===== config.mk =====
export PLATFORM = sky130hd
export DESIGN_NAME = rtc_bus_sequencer
export DESIGN_NICKNAME = d
export VERILOG_FILES = /design/src/rtl/rtc_bus_sequencer.sv
export SDC_FILE = /design/constraint.sdc
export NUM_CORES = 1
export LEC_CHECK = 0
export CAP_MARGIN = 20
export CELL_PAD_IN_SITES_DETAIL_PLACEMENT = 0
export CELL_PAD_IN_SITES_GLOBAL_PLACEMENT = 1
export CORE_ASPECT_RATIO = 0.6
export CORE_UTILIZATION = 43
export DETAILED_ROUTE_END_ITERATION = 10
export GPL_ROUTABILITY_DRIVEN = 0
export GPL_TIMING_DRIVEN = 1
export HOLD_SLACK_MARGIN = 0.02
export PLACE_DENSITY_LB_ADDON = 0.3
export SETUP_SLACK_MARGIN = 0.3
export SYNTH_ARGS = -nofsm -noshare
export SYNTH_HDL_FRONTEND = slang
export SYNTH_SLANG_ARGS = --single-unit
export TNS_END_PERCENT = 5

===== constraint.sdc =====
create_clock -name clk -period 3.65 [get_ports clk]
set_input_delay 0.73 -clock clk [delete_from_list [all_inputs] [get_ports clk]]
set_output_delay 0.73 -clock clk [all_outputs]
set_load 0.02 [all_outputs]

===== src/rtl/rtc_bus_sequencer.sv =====
// rtc_bus_sequencer: drives a multiplexed-bus RTC chip (address phase, then data phase).
// Host read/write requests have priority; when idle with poll_en set, the RTC registers
// are read round-robin into a shadow bank.
//
// Ports:
//   clk, reset            - system clock, asynchronous active-low reset
//   req_valid/req_ready   - host request handshake (accepted when both high)
//   req_write/addr/wdata  - host request attributes, latched on acceptance
//   poll_en               - enables autonomous round-robin polling
//   rd_valid, rd_data     - host read completion pulse and captured data
//   regs                  - shadow register bank, register i at [i*DW +: DW]
//   cs_n, rd_n, wr_n, aod - RTC control strobes (active low) and address/data select
//   bus_dout, bus_oe      - outgoing bus value and drive enable (tristate at top level)
//   bus_din               - incoming bus value
//   busy                  - FSM outside IDLE
module rtc_bus_sequencer #(
    parameter int unsigned DW       = 8,
    parameter int unsigned NREG     = 11,
    parameter int unsigned REG_BASE = 'h21,
    parameter int unsigned T_PHASE  = 4
) (
    input  logic               clk,
    input  logic               reset,
    input  logic               req_valid,
    input  logic               req_write,
    input  logic [DW-1:0]      req_addr,
    input  logic [DW-1:0]      req_wdata,
    output logic               req_ready,
    input  logic               poll_en,
    output logic               rd_valid,
    output logic [DW-1:0]      rd_data,
    output logic [NREG*DW-1:0] regs,
    output logic               cs_n,
    output logic               rd_n,
    output logic               wr_n,
    output logic               aod,
    output logic [DW-1:0]      bus_dout,
    output logic               bus_oe,
    input  logic [DW-1:0]      bus_din,
    output logic               busy
);

    localparam int unsigned    IW      = (NREG > 1) ? $clog2(NREG) : 1;
    localparam logic [DW-1:0]  BASE    = DW'(REG_BASE);
    localparam logic [7:0]     PH_LAST = 8'(T_PHASE - 1);

    // Elaboration-time parameter checks.
    if (T_PHASE < 1 || T_PHASE > 255) begin : g_bad_tphase
        $error("rtc_bus_sequencer: T_PHASE must be in 1..255");
    end
    if (DW < 1 || DW > 32) begin : g_bad_dw
        $error("rtc_bus_sequencer: DW must be in 1..32");
    end
    if (NREG < 1 || (64'(REG_BASE) + 64'(NREG) - 64'd1) > ((64'd1 << DW) - 64'd1)) begin : g_bad_map
        $error("rtc_bus_sequencer: register window exceeds the address space");
    end

    typedef enum logic [2:0] {
        StIdle,
        StAddrSetup,
        StAddrStrobe,
        StAddrHold,
        StDataSetup,
        StDataStrobe,
        StDataHold
    } state_e;

    state_e            state_q, state_d;
    logic [7:0]        phase_q, phase_d;
    logic              is_write_q;
    logic              is_poll_q;
    logic [DW-1:0]     addr_q;
    logic [DW-1:0]     wdata_q;
    logic [DW-1:0]     rsamp_q;
    logic [IW-1:0]     poll_idx_q;
    logic [DW-1:0]     rd_data_q;
    logic              rd_valid_q;
    logic [NREG*DW-1:0] regs_q;

    logic              phase_last;
    logic              host_go;
    logic              poll_go;
    logic              done;
    logic [DW-1:0]     poll_addr;
    logic [DW-1:0]     offset;
    logic              in_range;

    assign phase_last = (phase_q == PH_LAST);
    assign host_go    = (state_q == StIdle) && req_valid;
    assign poll_go    = (state_q == StIdle) && !req_valid && poll_en;
    assign done       = (state_q == StDataHold) && phase_last;
    assign poll_addr  = BASE + DW'(poll_idx_q);
    // Modulo subtraction: addresses below BASE wrap high and fall out of range.
    assign offset     = addr_q - BASE;
    assign in_range   = (32'(offset) < NREG);

    assign req_ready = (state_q == StIdle);
    assign busy      = (state_q != StIdle);
    assign rd_valid  = rd_valid_q;
    assign rd_data   = rd_data_q;
    assign regs      = regs_q;

    // State register and phase counter.
    always_ff @(posedge clk or negedge reset) begin
        if (!reset) begin
            state_q <= StIdle;
            phase_q <= 8'd0;
        end else begin
            state_q <= state_d;
            phase_q <= phase_d;
        end
    end

    // Next-state: every non-idle state lasts exactly T_PHASE cycles.
    always_comb begin
        state_d = state_q;
        phase_d = phase_q;
        if (state_q == StIdle) begin
            phase_d = 8'd0;
            if (host_go || poll_go) begin
                state_d = StAddrSetup;
            end
        end else if (phase_last) begin
            phase_d = 8'd0;
            unique case (state_q)
                StAddrSetup:  state_d = StAddrStrobe;
                StAddrStrobe: state_d = StAddrHold;
                StAddrHold:   state_d = StDataSetup;
                StDataSetup:  state_d = StDataStrobe;
                StDataStrobe: state_d = StDataHold;
                StDataHold:   state_d = StIdle;
                default:      state_d = StIdle;
            endcase
        end else begin
            phase_d = phase_q + 8'd1;
        end
    end

    // Bus outputs decoded straight from state so reset releases them immediately.
    always_comb begin
        cs_n     = 1'b1;
        rd_n     = 1'b1;
        wr_n     = 1'b1;
        aod      = 1'b0;
        bus_oe   = 1'b0;
        bus_dout = '0;
        unique case (state_q)
            StIdle: begin
            end
            StAddrSetup, StAddrHold: begin
                cs_n     = 1'b0;
                bus_oe   = 1'b1;
                bus_dout = addr_q;
            end
            StAddrStrobe: begin
                cs_n     = 1'b0;
                bus_oe   = 1'b1;
                bus_dout = addr_q;
                wr_n     = 1'b0;
            end
            StDataSetup, StDataHold: begin
                cs_n = 1'b0;
                aod  = 1'b1;
                if (is_write_q) begin
                    bus_oe   = 1'b1;
                    bus_dout = wdata_q;
                end
            end
            StDataStrobe: begin
                cs_n = 1'b0;
                aod  = 1'b1;
                if (is_write_q) begin
                    bus_oe   = 1'b1;
                    bus_dout = wdata_q;
                    wr_n     = 1'b0;
                end else begin
                    rd_n = 1'b0;
                end
            end
            default: begin
            end
        endcase
    end

    // Transaction latches, read sampling and completion side effects.
    always_ff @(posedge clk or negedge reset) begin
        if (!reset) begin
            is_write_q <= 1'b0;
            is_poll_q  <= 1'b0;
            addr_q     <= '0;
            wdata_q    <= '0;
            rsamp_q    <= '0;
            poll_idx_q <= '0;
            rd_data_q  <= '0;
            rd_valid_q <= 1'b0;
            regs_q     <= '0;
        end else begin
            rd_valid_q <= 1'b0;
            if (host_go) begin
                is_write_q <= req_write;
                is_poll_q  <= 1'b0;
                addr_q     <= req_addr;
                wdata_q    <= req_wdata;
            end else if (poll_go) begin
                is_write_q <= 1'b0;
                is_poll_q  <= 1'b1;
                addr_q     <= poll_addr;
            end
            if ((state_q == StDataStrobe) && phase_last && !is_write_q) begin
                rsamp_q <= bus_din;
            end
            if (done) begin
                if (in_range) begin
                    for (int i = 0; i < NREG; i++) begin
                        if (offset == DW'(i)) begin
                            regs_q[i*DW +: DW] <= is_write_q ? wdata_q : rsamp_q;
                        end
                    end
                end
                if (is_poll_q) begin
                    poll_idx_q <= (poll_idx_q == IW'(NREG - 1)) ? '0 : poll_idx_q + IW'(1);
                end else if (!is_write_q) begin
                    rd_data_q  <= rsamp_q;
                    rd_valid_q <= 1'b1;
                end
            end
        end
    end

endmodule


Word level (Yosys, flattened, before mapping):

Cells that the tools add are included.
Widths: inputs -> output; s select.

* $add $sub $neg: 4
* magnitude comparators: 1
* equal/unequal tests: 19
* mux-type cells: 25
* bitwise logic cells: 2
* reductions and logical operators: 31

Operators with widths (number)
* $mux 8: 6
* $reduce_and 3->1: 12
* $eq 8x3->1 const B: 4
* $eq 8x2->1 const B: 3
* $eq 8x4->1 const B: 3
* $pmux 8 s2: 1
* $pmux 3 s5: 1
* $mux 1: 11
* $eq 3x3->1 const B: 3
* $mux 3: 3
* $add 8x1->8 const B: 1
* $eq 8x1->1 const B: 1
* $logic_not 8->1: 1
* $lt 8x4->1 const B: 1
* $sub 8x6->8 const B: 1
* $add 6x4->7 const A: 1
* $eq 3x2->1 const B: 2
* $logic_and 1x1->1: 6
* $reduce_or 3->1: 2
* $reduce_or 6->1: 1
* $add 4x1->4 const B: 1
* $eq 4x4->1 const B: 1
* $mux 4: 1
* $pmux 1 s2: 2
* other kinds (9): 13

* register bits after elaboration: 138
* input bits: 29
* output and inout port bits: 112
* word-level logic and storage cells: 103

Depth between registers and ports, before layout:

* depth after elaboration: 6
* mapped depth: 7
* gate-level depth less buffers: 6

Worst setup path after synthesis:

Ideal clock, no wire load.

* path kind: register to output
* start: register state_q[0]
* end: output bus_oe
* arrival time: 1520 ps
* data required time: 2920 ps
* setup slack: 1400 ps
* cell stages (with the launch flop): 6
* buffers on the path: 2
* path through: dfrtp_1 > buf_2 > or3_1 > clkbuf_1 > inv_1 > a21oi_1

* cells in the longest elaborated chain, start to end: 3
* elaborated cells between the ends (all ways): 9
* classes of those cells: eq/ne (6); mux (1); reduce/logical (2)

RTL lines
* start, declared: RTL line 68 `state_e state_q, state_d;`
* start signal, assigned: RTL line 106 `state_q <= StIdle;`
* start signal, assigned: RTL line 109 `state_q <= state_d;`
* $eq 3x3->1, or another cell as far along: RTL line 147 `unique case (state_q)`
* $reduce_or 3->1 (no line)
* $pmux 1 s2 (*): RTL line 147
* end, declared: RTL line 38 `output logic bus_oe,`

Mark *: on every way between the ends. The rest lies on a longest branch, timed or not.

Worst setup path after layout:

* start: register is_write_q
* end: output bus_dout[0]

* cells in the longest elaborated chain, start to end: 2

RTL lines
* start, declared: RTL line 70 `logic is_write_q;`
* start signal, assigned: RTL line 200 `is_write_q <= req_write;`
* $mux 8: RTL line 164, 172
* $pmux 8 s2: RTL line 147
* end, declared: RTL line 37 `output logic [DW-1:0] bus_dout,`

Every way passes these cells.

==> impl_metrics.py <==
metrics = {
    "yosys": {
        "syn_avg_cell_area_um2": 12.9,
        "post_synthesis_adder_cell_area_fraction_pct": 0.850,
        "synth.yosys.seq_area_share_pct": 58.6,
        "main_combinational_cell_family_by_area_after_synthesis": "multiplexers",
        "synth_commonest_cells": "138 x dfrtp_1, 115 x mux2_2, 54 x nand2_1",
        "syn_nets": 490,
        "syn_area_um2": 5890,
        "synth_most_common_cell": "dfrtp_1",
        "synth_area_leaders": "dfrtp_1 59%, mux2_2 22%, nand2_1 3.4%, nor2_1 1.4%, o22ai_1 0.96%",
        "biggest_area_consumer_among_synthesized_cells": "dfrtp_1",
        "synth_xor_area_share_pct": 1.19,
        "synth_top_area_share_pct": 58.6,
        "number_of_flops_mapped_to_enable_cells_by_yosys": 0,
        "ys.warnings.count": 0,
        "synthSimpleGateAreaFrac_pct": 10.7,
        "synth-main-ff-cell": "dfrtp_1",
        "synth_seq_cells": 138,
        "synth_async_sr_flop_share_pct": 100,
        "syn-instance-count": 457,
        "share_of_the_synthesized_area_in_compound_gates_ao_oa_aoi_oai_pct": 4.12,
        "synth_mux_area_share_pct": 22.2,
        "distinct_cell_type_count_of_the_synthesized_netlist": 48,
    },
    "hold_path": {
        "hp-class": "in -> async",
    },
    "clocking": {
        "cts_tree": "done",
        "cts-resized-gates": 0,
        "clock_pin_slew_of_the_registers_on_the_worst_case_setup_and_hold_paths_ns": 0.06,
        "htreeDepth": 4,
        "cts_inserted_buffers": 17,
        "cts-hold-fix-buffers": 0,
        "clk-insertion-delay-late_ns": 0.41,
        "sinks_on_clock_net": 138,
        "cts.root.buffer_cell": "clkbuf_16",
        "post_cts_buffers": 0,
        "ctsLongestPathBuffers": 2,
    },
    "placed_design": {
        "dpl_cell_area_um2": 7430,
        "hpwlAfterDp_mm": 10.5,
        "port_bufs": 140,
        "numPlacedInstances": 747,
    },
    "worst_setup_path": {
        "timing.critical_path.slowest_stage_cell": "dfrtp_1",
        "crit_path_max_incr_delay_ns": 0.66,
        "crit_path_start_kind": "flip-flop",
        "critical_path.reg2reg.startpoint": "phase_q[0]$_DFF_PN0_",
        "critical_path.startpoint": "is_write_q$_DFFE_PN0P_",
        "timing.setup.critical_path_class": "reg -> out",
        "rrSetupSlack_ns": 1.20,
        "crit_end": "bus_dout[0]",
        "timing.critical_path.arrival_ns": 2.32,
        "end_kind": "primary output",
        "critical_path.cell_chain": "nand2_1 > o22ai_1 > clkdlybuf4s50_1",
        "cp_top_family": "flip-flops",
        "critical_path.n_buffers_inverters": 1,
        "rr_worst_depth": 5,
        "critPathMaxFanout": 13,
        "worst-path-stages": 3,
        "cp.required_ns": 2.92,
        "reg2reg_to": "regs[83]$_DFFE_PN0P_",
    },
    "floorplan": {
        "floorplan.initialDensity_pct": 45.0,
        "dieArea_um2": 14200,
        "fp-row-count": 32,
        "die_wd_um": 153,
        "vertical_extent_of_the_die_um": 92.7,
        "pin_count": 141,
        "core_region_area_um2": 13100,
    },
    "pwr": {
        "power.density_nw_per_um2": 620,
        "cellLeakagePower_nw": 3.68,
        "power.ir.vdd_worst_mv": 0.299,
    },
    "timing": {
        "finalHoldViolations": 0,
        "period_needed_ns": 3.05,
        "setup_repair_after_global_routing_missed_its_margin": "false",
        "finalMaxSlewViolations": 0,
        "worstMarginPinSlew_ns": 0.793,
        "hold_ws_ns": 0.349,
        "timing.slew.headroom_pct": 47.1,
        "clock.fmax_mhz": 328,
        "min_period_over_period_pct": 83.6,
        "setup-violations-final": 0,
        "setup-tns-final_ns": 0,
        "fin_skew_ns": 0.00855,
    },
    "final_layout": {
        "design_area_um2": 8000,
        "post_layout_nonfiller_instances": 779,
        "multi_input_gate_area_in_the_final_layout_um2": 2300,
        "fillerInstances": 974,
        "flow.area_growth_from_synthesis_pct": 35.9,
        "drive_gt1_share_pct": 27.4,
        "sequential_cell_area_um2": 3450,
        "finalNetCount": 629,
        "n_antenna_cell": 0,
    },
    "route": {
        "routed-via-count": 4162,
        "antenna_violating_nets_post_route": 0,
        "detail_route.wl_per_cell_um": 19.5,
        "drtPass1Iterations": 4,
        "drt_first_iter_violations": 197,
        "final_routed_wirelength_mm": 15.2,
        "dr_vias_cell": 5.34,
        "route.detailed.drc": 0,
    },
    "outcome": {
        "run_status": "completed",
    },
    "global_routing": {
        "grt_antenna_before_repair": 0,
        "globalRouteTotalUtil_pct": 22.4,
        "grt_pass1_wl_mm": 24.0,
        "number_of_global_route_vias_before_repair": 4285,
        "globalRouteOverflowTotal": 0,
        "grt_start_max_net_pins": 83,
    },
    "run": {
        "max-cap-violations": 0,
    },
}
sequential cells by signal (all words and copies together), names as in the netlist, 3 cells and up:
name	count
regs	88
addr_q	8
phase_q	8
rd_data	8
rsamp_q	8
wdata_q	8
poll_idx_q	4
state_q	3
worst min path at each step:
| stage | startpoint | to | slack (ns) | cells after the start |
|---|---|---|---|---|
| floorplan | reset | addr_q[0]$_DFFE_PN0P_ | 0.43 | 0 |
| global placement | regs[24]$_DFFE_PN0P_ | regs[24]$_DFFE_PN0P_ | 0.49 | 1 |
| detailed placement | wdata_q[3]$_DFFE_PN0P_ | wdata_q[3]$_DFFE_PN0P_ | 0.49 | 2 |
| CTS | reset | rd_data[1]$_DFFE_PN0P_ | 0.40 | 1 |
| global route | reset | rd_data[1]$_DFFE_PN0P_ | 0.41 | 1 |
| finish | reset | rd_data[5]$_DFFE_PN0P_ | 0.35 | 1 |
cells in the final DEF, fill, tap and decap left out, types with 3 or more instances in the layout:
cell type and n:
a21oi_1 7, a22o_1 3, a31oi_1 3, clkbuf_16 17, clkdlybuf4s50_1 139, clkinvlp_4 4
dfrtp_1 138, ha_1 4, inv_1 8, inv_6 5, mux2_2 115, nand2_1 54
nand3_1 8, nand4_1 5, nor2_1 22, nor2_2 6, nor2b_1 3, nor3_1 3
o21ai_0 8, o22ai_1 9, xnor2_1 3, xor2_1 5
power breakdown:
part           internal, mW  switching (mW)  total (mW)
combinational         0.522           0.850        1.37
sequential             1.70           0.226        1.93
clock                 0.959           0.697        1.66
total                  3.19            1.77        4.96
layer usage:
metal	vias up	share of wire, %	track usage [%]
li1	1892	-	-
met1	2122	49	32.3
met2	132	44	33.6
met3	16	5.7	5.43
met4	0	0.83	6.40
met5	-	0	0
kinds of logic (layout without fill, tap and decap cells):
| group | Yosys count | in the layout |
|---|---|---|
| flip-flops | 138 | 138 |
| AND/OR/NAND/NOR | 122 | 122 |
| multiplexers | 116 | 116 |
| AO/OA/AOI/OAI | 38 | 38 |
| buffers and inverters | 31 | 183 |
| XOR/XNOR | 8 | 8 |
| adder cells (fa/ha/maj) | 4 | 4 |
per-stage QoR:
| step | worst slack, ns | total power, mW | util [%] |
|---|---|---|---|
| 5_1_grt | 0.433 | 5.20 | 61.1 |
| 3_3_place_gp | 1.13 | 3.29 | 56.8 |
| 2_1_floorplan | 1.40 | 2.74 | - |
| 4_1_cts | 0.598 | 4.99 | 61.1 |
| 6_report | 0.600 | 4.96 | 61.1 |
| 3_5_place_dp | 1.03 | 3.33 | 56.8 |
cell type report:
class	instances	share of cell area [%]
tap	170	2.66
timing repair buffer	143	18.0
multi-input combinational	288	28.7
sequential	138	43.2
clock buffer	19	5.41
inverter	8	0.375
clock inverter	13	1.69
Power figures use the tool's default switching activity.
